--- src/rtl/mac_operand_sequencer.sv ---
// Operand packer and result capture for the pipelined MAC: gathers NUM_INPUTS
// (pixel, weight) pairs, runs the MAC, waits out the multiplier drain, and hands the sum downstream.
module mac_operand_sequencer #(
  parameter int NUM_INPUTS   = 4,
  parameter int PIXEL_WIDTH  = 10,
  parameter int WEIGHT_WIDTH = 19,
  parameter int OUTPUT_WIDTH = 26,
  parameter int DRAIN_CYCLES = 2
) (
  input  logic                               clk,
  input  logic                               rst,
  input  logic                               in_valid,
  output logic                               in_ready,
  input  logic [PIXEL_WIDTH-1:0]             in_pixel,
  input  logic [WEIGHT_WIDTH-1:0]            in_weight,
  output logic [NUM_INPUTS*PIXEL_WIDTH-1:0]  mac_pixels,
  output logic [NUM_INPUTS*WEIGHT_WIDTH-1:0] mac_weights,
  output logic                               mac_rst,
  input  logic                               mac_done,
  input  logic [OUTPUT_WIDTH-1:0]            mac_out,
  output logic                               res_valid,
  input  logic                               res_ready,
  output logic [OUTPUT_WIDTH-1:0]            res_data
);

  localparam int CW = (NUM_INPUTS > 1) ? $clog2(NUM_INPUTS) : 1;
  localparam int DW = (DRAIN_CYCLES > 1) ? $clog2(DRAIN_CYCLES) : 1;
  localparam logic [CW-1:0] FILL_LAST  = CW'(NUM_INPUTS - 1);
  localparam logic [DW-1:0] DRAIN_LAST = DW'((DRAIN_CYCLES > 0) ? DRAIN_CYCLES - 1 : 0);

  // state | meaning
  // FILL  | accepting pairs into operand slots, MAC held in reset
  // RUN   | MAC stepping through slots, waiting for mac_done
  // DRAIN | multiplier pipeline flushing into the accumulator
  // HOLD  | captured sum offered downstream, MAC back in reset
  typedef enum logic [1:0] {S_FILL, S_RUN, S_DRAIN, S_HOLD} state_t;

  state_t                               r_state;
  state_t                               w_next_state;
  logic [CW-1:0]                        r_fill_cnt;
  logic [DW-1:0]                        r_drain_cnt;
  logic [NUM_INPUTS*PIXEL_WIDTH-1:0]    r_pixels;
  logic [NUM_INPUTS*WEIGHT_WIDTH-1:0]   r_weights;
  logic [OUTPUT_WIDTH-1:0]              r_res_data;
  logic                                 r_res_valid;
  logic                                 r_in_ready;
  logic                                 r_mac_rst;

  logic w_accept;
  logic w_fill_last;
  logic w_drain_last;
  logic w_capture;
  logic w_res_hs;

  assign w_accept     = in_valid & r_in_ready;
  assign w_fill_last  = (r_fill_cnt == FILL_LAST);
  assign w_drain_last = (r_drain_cnt == DRAIN_LAST);
  assign w_res_hs     = r_res_valid & res_ready;

  always_comb begin
    w_next_state = r_state;
    w_capture    = 1'b0;
    case (r_state)
      S_FILL: begin
        if (w_accept && w_fill_last) w_next_state = S_RUN;
      end
      S_RUN: begin
        if (mac_done) begin
          if (DRAIN_CYCLES == 0) begin
            w_next_state = S_HOLD;
            w_capture    = 1'b1;
          end else begin
            w_next_state = S_DRAIN;
          end
        end
      end
      S_DRAIN: begin
        if (w_drain_last) begin
          w_next_state = S_HOLD;
          w_capture    = 1'b1;
        end
      end
      S_HOLD: begin
        if (w_res_hs) w_next_state = S_FILL;
      end
      default: w_next_state = S_FILL;
    endcase
  end

  // Handshake and MAC-reset outputs are registered from the next state so
  // nothing on an input reaches an output combinationally.
  always_ff @(posedge clk or negedge rst) begin
    if (!rst) begin
      r_state    <= S_FILL;
      r_in_ready <= 1'b0;
      r_mac_rst  <= 1'b1;
    end else begin
      r_state    <= w_next_state;
      r_in_ready <= (w_next_state == S_FILL);
      r_mac_rst  <= (w_next_state == S_FILL) || (w_next_state == S_HOLD);
    end
  end

  always_ff @(posedge clk or negedge rst) begin
    if (!rst) begin
      r_fill_cnt <= '0;
      r_pixels   <= '0;
      r_weights  <= '0;
    end else if (w_accept) begin
      r_pixels[int'(r_fill_cnt)*PIXEL_WIDTH +: PIXEL_WIDTH]    <= in_pixel;
      r_weights[int'(r_fill_cnt)*WEIGHT_WIDTH +: WEIGHT_WIDTH] <= in_weight;
      r_fill_cnt <= w_fill_last ? '0 : r_fill_cnt + CW'(1);
    end
  end

  always_ff @(posedge clk or negedge rst) begin
    if (!rst) begin
      r_drain_cnt <= '0;
    end else if (r_state == S_DRAIN) begin
      r_drain_cnt <= w_drain_last ? '0 : r_drain_cnt + DW'(1);
    end
  end

  always_ff @(posedge clk or negedge rst) begin
    if (!rst) begin
      r_res_data  <= '0;
      r_res_valid <= 1'b0;
    end else if (w_capture) begin
      r_res_data  <= mac_out;
      r_res_valid <= 1'b1;
    end else if (w_res_hs) begin
      r_res_valid <= 1'b0;
    end
  end

  assign in_ready    = r_in_ready;
  assign mac_rst     = r_mac_rst;
  assign mac_pixels  = r_pixels;
  assign mac_weights = r_weights;
  assign res_valid   = r_res_valid;
  assign res_data    = r_res_data;

endmodule

--- config.mk ---
export PLATFORM = sky130hd
export DESIGN_NAME = mac_operand_sequencer
export DESIGN_NICKNAME = d
export VERILOG_FILES = /design/src/rtl/mac_operand_sequencer.sv
export SDC_FILE = /design/constraint.sdc
export NUM_CORES = 1
export LEC_CHECK = 0
export CAP_MARGIN = 0
export CORE_ASPECT_RATIO = 1.2
export CORE_MARGIN = 4
export CORE_UTILIZATION = 30
export DETAILED_ROUTE_END_ITERATION = 7
export GPL_TIMING_DRIVEN = 0
export PLACE_DENSITY = 0.53
export SYNTH_ARGS = -nofsm -noshare
export SYNTH_HDL_FRONTEND = slang
export SYNTH_SLANG_ARGS = --single-unit
--- constraint.sdc ---
create_clock -name clk -period 2.8 [get_ports clk]
set_input_delay 0.42 -clock clk [delete_from_list [all_inputs] [get_ports clk]]
set_output_delay 0.42 -clock clk [all_outputs]
set_load 0.005 [all_outputs]
==> results of run 1 <==
==> cell families after synthesis <==
logic type | after synthesis | synth area share (%)
AO/OA/AOI/OAI | 120 | 12.5
AND/OR/NAND/NOR | 209 | 14.7
flip-flops | 150 | 60.9
adder cells (fa/ha/maj) | 6 | 1.22
XOR/XNOR | 1 | 0.142
buffers and inverters | 48 | 3.25
multiplexers | 41 | 7.31
==> worst min-delay path by stage <==
stage / startpoint / depth (start not counted) / endpoint / slack (ps)
final: mac_weights[65]$_DFFE_PN0P_ / 2 / mac_weights[65]$_DFFE_PN0P_ / 470
after detailed placement: rst / 1 / mac_pixels[17]$_DFFE_PN0P_ / 450
after global routing: mac_weights[60]$_DFFE_PN0P_ / 2 / mac_weights[60]$_DFFE_PN0P_ / 490
after floorplan: rst / 0 / in_ready$_DFF_PN0_ / 120
after CTS: mac_weights[65]$_DFFE_PN0P_ / 2 / mac_weights[65]$_DFFE_PN0P_ / 470
after global placement: mac_weights[75]$_DFFE_PN0P_ / 2 / mac_weights[75]$_DFFE_PN0P_ / 450
==> power by group <==
group | switching (W) | internal (W)
clock network | 0.000936 | 0.00133
registers | 0.000552 | 0.00310
logic | 0.00217 | 0.00255
==> final cells by class <==
| type | instances | area, sq um |
|---|---|---|
| fill | 1952 | 11100 |
| sequential | 150 | 3750 |
| multi-input combinational | 377 | 2210 |
| timing repair buffer | 208 | 2100 |
| clock buffer | 19 | 433 |
| tap | 265 | 332 |
| buffer | 39 | 168 |
| clock inverter | 13 | 151 |
| inverter | 9 | 33.8 |
==> registers in the layout (all words and copies together), names as in the netlist <==
register     count
in_ready         1
res_valid        1
mac_weights     76
r_drain_cnt      1
r_fill_cnt       2
mac_pixels      40
r_state          2
mac_rst          1
res_data        26
==> through the flow <==
stage          TNS, ps  total power, W  std cells
2_1_floorplan        0         0.00564        575
3_3_place_gp   -690440         0.00838       1044
3_5_place_dp         0         0.00848       1045
4_1_cts              0          0.0108       1078
5_1_grt              0          0.0114       1080
6_report             0          0.0106       1080
==> placed cells by master (no fill, tap or decap), types with 2 or more instances in the layout <==
cell type	instances
buf_2	13
clkdlybuf4s50_1	203
a32o_1	3
o31ai_1	5
o22ai_1	2
o21ai_0	69
clkbuf_1	24
or3_1	2
nor2_1	8
mux2_2	32
a22o_1	25
mux2i_1	9
nand2_1	151
clkinv_2	2
bufinv_16	2
nand2b_1	5
clkinv_4	7
a21oi_1	3
dfrtp_1	149
a221o_1	2
buf_4	3
nand4_1	2
buf_1	2
nand3b_1	3
nand3_1	24
clkbuf_16	17
nor2b_1	3
ha_1	6
inv_1	9
o21a_1	3
==> synthesized netlist by cell type (all sizes together), types with 3 or more instances <==
cell,number
inv,9
o21ai,69
nor2b,3
a22o,25
nor2,8
nand3b,3
dfrtp,149
a21oi,3
a32o,3
ha,6
o31ai,5
nand2b,5
o21a,3
mux2i,9
nand2,151
nor3,3
buf,17
clkbuf,22
nand3,24
mux2,32
==> critical path: cells and delay by family (launching register included) <==
kind,cells,cell delay (ps)
compound gates,2,690
fa+ha+maj,1,290
buf+inv,4,950
flops,1,430
simple gates,1,130
==> repair_timing <==
action                     4_1_cts  5_1_grt
setup buffers                    0        2
setup endpoints to repair        0       17
resized for setup                0        1
hold endpoints to repair         2        0
hold buffers                     1        0
==> per-layer routing <==
layer | vias to the layer above | routed length [um]
met5 | - | 0
met4 | 0 | 282
met3 | 12 | 977
met2 | 170 | 10600
met1 | 2593 | 8370
li1 | 2432 | -
==> flow_summary.toml, run 1 <==
[sta]
fin_crit_sh_pct = 93.9
slew_violations = 0
skew_ps = 10.6
hold_ws_ps = 471
finalSetupViolations = 0
max_freq_mhz = 381
setup_slack_ps = 172
finalCriticalPeriod_ps = 2630
rsz0062_at_grt = "false"
hold_viol = 0
worstMarginPinSlew_ps = 732
slew_headroom_pct = 50.8

[detailed_routing]
routed_wl_um = 20200
vias = 5207
ant_nets = 0
first_pass_iters = 6
vias_per_cell = 4.82
drt_iter0_drc = 220
routedWlPerCell_um = 18.7
drc_errors = 0

[final_layout]
nNetsFinal = 868
diodes = 0
stdcell_area_sq_um = 9180
layout-drive-gt1-share_pct = 10.6
final_util_pct = 45.3
areaGrowthSynthToFinish_pct = 48.9

[clock_network]
path_clk_slew_ps = 70
cts_root_buf = "clkbuf_16"
cts_buffers = 17
ctsLongestPathBuffers = 2
cts_tree = "done"
cts.sinks = 150
clock_latency_ps = 420
htreeDepth = 4

[worst_setup_path]
r2r_slack_ps = 170
endpoint_kind = "register"
r2r-end = "mac_pixels[14]$_DFFE_PN0P_"
endpoint = "mac_pixels[14]$_DFFE_PN0P_"
slowest_delay_ps = 520
ff2ff_path_depth = 8
crit_start = "r_fill_cnt[0]$_DFFE_PN0P_"
slowest_stage = "a221oi_1"
cp.required_ps = 3080
start_kind = "register"
r2r_start = "r_fill_cnt[0]$_DFFE_PN0P_"
critPathKind = "register to register"
arrival_ps = 2910
path_max_fanout = 10
worstPathCellList = "buf_4, inv_1, ha_1, buf_2, buf_1, nor2_1, a221oi_1, o21ai_0"

[synth]
syn_area_sq_um = 6160
post_synth_inst_count = 575
async_flop_share_pct = 100
synth_top_area_share_pct = 60.5
ys_ff_latch = 150
synth_ff_type = "dfrtp_1"
avgSynthCellArea_sq_um = 10.7
yosysTopAreaCell = "dfrtp_1"
yosysSeqAreaShare_pct = 60.9
synth_edf_count = 0
synthDistinctLibCells = 46
syn-num-nets = 641
yosysWarningCount = 0
synth_area_leaders = "dfrtp_1 60%, nand2_1 9.2%, mux2_2 5.8%, o21ai_0 5.6%, a22o_1 3.6%"

[die]
die_x_um = 139
die_area_sq_um = 22900
pin_count = 205
core_sq_um = 20300
die_height_um = 165
start_util_pct = 30.4
rows = 57

[grt]
grt_usage_pct = 17.8
grt.overflow.total = 0
grt.met3_usage_pct = 3.85
antenna_found_initial = 0
use_met2_pct = 30.8
grtUsageMet1_pct = 22.5
grt_max_degree = 86
grt_pass1_wl_um = 31700
first_global_vias = 5427
gr-max-usage-layer = "met2"

[placed_design]
place_congestion = 0.800
pre_cts_slack_ps = 128
port-buffer-count = 204
dpl.hpwl_um = 15100
place_area_sq_um = 8570

[status]
status = "finished clean"

[power_and_ir_drop]
powerDensity_nw_per_um2 = 1160
p_leak_nw = 4.00
ir_drop_mv = 0.453

[hold_path]
hp-class = "register to register"

[run]
cap_violations = 0
Power figures use the tool's default switching activity.
==> inputs of run 2 (changes only) <==
--- a/config.mk
+++ b/config.mk
@@ -11,7 +11,9 @@
 export CORE_UTILIZATION = 30
 export DETAILED_ROUTE_END_ITERATION = 7
 export GPL_TIMING_DRIVEN = 0
+export MAX_ROUTING_LAYER = met4
 export PLACE_DENSITY = 0.53
+export SLEW_MARGIN = 20
 export SYNTH_ARGS = -nofsm -noshare
 export SYNTH_HDL_FRONTEND = slang
 export SYNTH_SLANG_ARGS = --single-unit
==> flow_summary.toml, run 2 (synthesis results as in run 1) <==
[status]
status = "finished clean"

[die]
rows = 57
core_sq_um = 20300
die_height_um = 165
start_util_pct = 30.4
die_area_sq_um = 22900
die_x_um = 139
pin_count = 205

[worst_setup_path]
critPathKind = "register to register"
path_max_fanout = 10
crit_start = "r_fill_cnt[0]$_DFFE_PN0P_"
start_kind = "register"
slowest_delay_ps = 550
ff2ff_path_depth = 8
r2r_start = "r_fill_cnt[0]$_DFFE_PN0P_"
worstPathCellList = "buf_4, inv_1, ha_1, buf_2, buf_1, nor2_1, a221oi_1, o21ai_0"
critPathTopFamily = "buffers and inverters"
r2r_slack_ps = 150
endpoint_kind = "register"
slowest_stage = "a221oi_1"
path_buf_inv = 4
cp.required_ps = 3080
r2r-end = "mac_pixels[14]$_DFFE_PN0P_"
arrival_ps = 2930

[final_layout]
areaGrowthSynthToFinish_pct = 48.9
diodes = 0
final_util_pct = 45.3
layout.cells.non_filler = 1080
stdcell_area_sq_um = 9180
nNetsFinal = 868
n_fill_cell = 1952
largest_register_ffs = 76
layout-drive-gt1-share_pct = 10.6
mostFrequentLayoutCell = "clkdlybuf4s50_1"
final_cell_mix = "203 x clkdlybuf4s50_1, 151 x nand2_1, 149 x dfrtp_1, 69 x o21ai_0, 32 x mux2_2"

[sta]
slew_violations = 0
fin_crit_sh_pct = 94.8
hold_viol = 0
rsz0062_at_grt = "false"
slew_headroom_pct = 51.0
setup_slack_ps = 147
finalSetupViolations = 0
final.setup.tns_ps = 0
skew_ps = 10.4
max_freq_mhz = 377
worstMarginPinSlew_ps = 729
finalCriticalPeriod_ps = 2650

[detailed_routing]
drc_errors = 0
ant_nets = 0
vias_per_cell = 4.82
first_pass_iters = 5
drt_iter0_drc = 235
routedWlPerCell_um = 18.8
routed_wl_um = 20300
vias = 5205

[placed_design]
place_congestion = 0.812
pre_cts_slack_ps = 128
dpl.hpwl_um = 15100
port-buffer-count = 204
place_area_sq_um = 8570
dp_cells = 1045

[clock_network]
htreeDepth = 4
clock_latency_ps = 420
cts_tree = "done"
cts.sinks = 150
ctsLongestPathBuffers = 2
cts_buffers = 17
cts_root_buf = "clkbuf_16"
path_clk_slew_ps = 70

[hold_path]
hp-class = "register to register"
hold_path_depth = 2
holdPathEnd = "mac_weights[65]$_DFFE_PN0P_"
min-delay-start = "mac_weights[65]$_DFFE_PN0P_"

[power_and_ir_drop]
p_leak_nw = 4.00
ir_drop_mv = 0.453
powerDensity_nw_per_um2 = 1160

[run]
cap_violations = 0

[grt]
grt_usage_pct = 18.4
grt_pass1_wl_um = 31700
first_global_vias = 5431
grt_max_degree = 86
antenna_found_initial = 0
grt.overflow.total = 0
==> run 2: cell counts in the layout (fill, tap and decap cells not counted) <==
Identical to the previous run, type by type.
==> run 2: report_power, final <==
group	internal (W)	total [W]	switching, W
registers	0.00310	0.00366	0.000555
logic	0.00255	0.00473	0.00218
clock network	0.00133	0.00227	0.000942
total	0.00698	0.0107	0.00367
==> run 2: area by class of cell <==
| type | instances | area, sq um | area share, % |
|---|---|---|---|
| Sequential cell | 150 | 3750 | 40.9 |
| Multi-Input combinational cell | 377 | 2210 | 24.1 |
| Timing Repair Buffer | 208 | 2100 | 22.9 |
| Clock buffer | 19 | 433 | 4.72 |
| Tap cell | 265 | 332 | 3.61 |
| Buffer | 39 | 168 | 1.83 |
| Clock inverter | 13 | 151 | 1.65 |
| Inverter | 9 | 33.8 | 0.368 |
==> run 2: per-stage QoR <==
stage	hold WS, ps	power, W
global route	488	0.0114
finish	471	0.0107
global placement	453	0.00838
CTS	472	0.0108
detailed placement	395	0.00849
floorplan	124	0.00564
==> run 2: worst max path at each step <==
stage                                   to  slack, ps  cells after the start
6_report        mac_pixels[14]$_DFFE_PN0P_        150                      8
5_1_grt         mac_weights[7]$_DFFE_PN0P_         20                      9
4_1_cts        mac_weights[52]$_DFFE_PN0P_        120                      8
3_5_place_dp   mac_weights[52]$_DFFE_PN0P_        130                      8
3_3_place_gp      res_data[13]$_DFFE_PN0P_      -4630                      1
2_1_floorplan   mac_pixels[14]$_DFFE_PN0P_        760                      8
==> run 2: worst register-to-register path, stage by stage, from the launching register on <==
cell      delay, ps
dfrtp_1         430
buf_4           230
inv_1           130
ha_1            290
buf_2           210
buf_1           380
nor2_1          140
a221oi_1        550
o21ai_0         170
==> run 2: layer usage <==
metal  vias to the layer above  GRT usage, %  share of wire, %
met5                         -             -                 0
li1                       2436             -                 -
met3                        16          3.48               3.5
met1                      2614          22.9                43
met2                       139          30.8                52
met4                         0          5.92               1.6
==> run 2: repair_timing <==
item	4_1_cts	5_1_grt
hold endpoints to repair	64	0
setup buffers	0	2
hold buffers	1	0
resized for setup	0	1
endpoints found under the setup margin	0	17
==> patch, RTL diff (config.mk and constraints of run 2) <==
The parameter `NUM_INPUTS` goes from 4 to 2.
--- a/src/rtl/mac_operand_sequencer.sv
+++ b/src/rtl/mac_operand_sequencer.sv
@@ -3,3 +3,3 @@
 module mac_operand_sequencer #(
-  parameter int NUM_INPUTS   = 4,
+  parameter int NUM_INPUTS   = 2,
   parameter int PIXEL_WIDTH  = 10,
Interface: changed (resized mac_pixels and mac_weights); port bits go from 205 to 147. No check against the original RTL was run, so the function may have changed too.
==> patch against run 2 <==
- the flow now finishes with violations (hold timing)
- power fell by 44%
- worst setup slack improved by 0.88 ns
- core utilization grew 2.3 points
- critical path type is now flip-flop to output pin
- design area fell by 40%
- critical path depth is 7 lower
- synthesized area down 43%
- non-clock buffer count is 91 lower
- sequential cell count decreased by 59
- first-iteration DRC count decreased by 85%
- die area is 41% lower
- routed wire length down 59%
==> patch: results (changes against run 2) <==
Run status
  • Status: finished with violations
  • Failing checks: hold timing

Global routing
  • Met1 usage: 15.55% (-7.3 points)
  • Met2 Use GR: 20.64% (-10 points)
  • Global-route wire length before repair: 12.97 mm (-59%)
  • Pin count of the biggest net entering global routing: 51 (-41%)
  • Met3 usage: 3.003% (-0.47 points)
  • All-Layer GR Usage: 12.80% (-5.6 points)
  • Vias in the first global route: 2482 (-54%)

Placed design
  • Number of port buffers: 146 (-28%)
  • DP HPWL: 6.114 mm (-59%)
  • Placed Instances: 509 (-51%)
  • Place WS: 0.8796 ns (+0.7519 ns)
  • RD Place Congestion: 0.6596 (-19%)

Power
  • Switching share of power: 25.88% (-8.6 points)
  • VDD IR max: 0.0004104 V (-9.3%)
  • Logic pwr share: 42.6% (-1.8 points)
  • P_seq: 2.32 mW (-37%)
  • Static leakage: 2.382 nW (-40%)
  • Clk pwr share: 18.7% (-2.6 points)

Worst setup path
  • Crit path largest cell delay: 0.57 ns (+0.02 ns)
  • Worst Setup SP: in_ready$_DFF_PN0_
  • Slowest CP cell: clkdlybuf4s50_1
  • RR Startpoint: r_fill_cnt$_DFFE_PN0N_
  • CP endpoint: in_ready
  • Crit-path max FO: 5 (-5)
  • Worst Reg-to-Reg Cells: 4 (-4)
  • Reg-to-Reg End: mac_weights[0]$_DFFE_PN0P_
  • Critical path arrival: 1.35 ns (-1.58 ns)
  • Setup slack, reg-to-reg: 1.41 ns (+1.26 ns)

Clock tree
  • H-tree levels: 3 (-1)
  • Sink Count: 91 (-39%)
  • Clk Latency, worst-skew pair: 0.33 ns (-0.09 ns)
  • Total CTS buffers: 9 (-8)

Synth
  • Top post-synthesis cells by count: 90 x dfrtp_1, 73 x mux2_2, 11 x mux2_4
  • Net Count, Synth: 266 (-59%)
  • Distinct cell type count after synthesis: 22 (-52%)
  • Post-synth ARST share: 100.0% (unchanged)
  • Synth top area cells: dfrtp_1 64%, mux2_2 23%, mux2_4 4.7%
  • Syn_area_per_cell: 17.16 um^2 (+60%)
  • Sequential area share after synthesis: 64.78% (+3.9 points)
  • Main synth FF type: dfrtp_1

Routing
  • Met1 Wirelength: 3.533 mm (-59%)
  • First-pass iteration count of the detailed router: 4 (-1)
  • Metal2 WL: 4.184 mm (-60%)
  • DR iter-0 viols: 35 (-85%)
  • Routed length on met3: 345 um (-52%)
  • Per-cell routed wire length: 15.63 um (-17%)
  • Vias: 2263 (-57%)

Final layout
  • Non-filler cells, final: 525 (-51%)
  • Final nets: 424 (-51%)
  • Fillers: 1082 (-45%)
  • Largest register FFs: 38 (-50%)
  • Share of cells above drive strength 1: 30.98% (+20 points)

STA
  • Hold Slack: -0.004122 ns (-0.4753 ns)
  • Clk_skew: 0.006342 ns (-0.004089 ns)
  • Tmin final: 1.770 ns (-0.8833 ns)
  • Max_slew headroom: 72.68% (+22 points)
  • Hold Fails Final Rpt: 3 (+3)

Min path
  • Worst Hold Class: input port to asynchronous set/reset pin
[patch: logic make-up (layout without fill, tap and decap cells)]
| kind of cell | count (synthesis) | in the layout | synth area share (%) |
|---|---|---|---|
| and+or+nand+nor | 9 | 9 | 2.241 |
| adders and majority gates | 1 | 1 | 0.3557 |
| AOI/OAI and AO/OA | 6 | 6 | 1.210 |
| muxes | 84 | 84 | 28.07 |
| xor gates and xnor gates | 2 | 2 | 0.4981 |
| buffers and inverters | 12 | 175 | 2.846 |
| DFF | 91 | 91 | 64.78 |
[patch: cell type report]
type | count | area share (%)
inverter | 3 | 0.2053
tap | 157 | 3.582
multi-input combinational | 102 | 20.76
clock buffer | 11 | 4.609
buffer | 9 | 1.620
timing repair buffer | 147 | 27.17
sequential | 91 | 41.55
clock inverter | 5 | 0.5019
[patch: through the flow]
step           instance area (um^2)  util (%)
2_1_floorplan                  3517         -
3_3_place_gp                   5175     44.95
3_5_place_dp                   5204     45.20
4_1_cts                        5484     47.63
5_1_grt                        5484     47.63
6_report                       5484     47.63
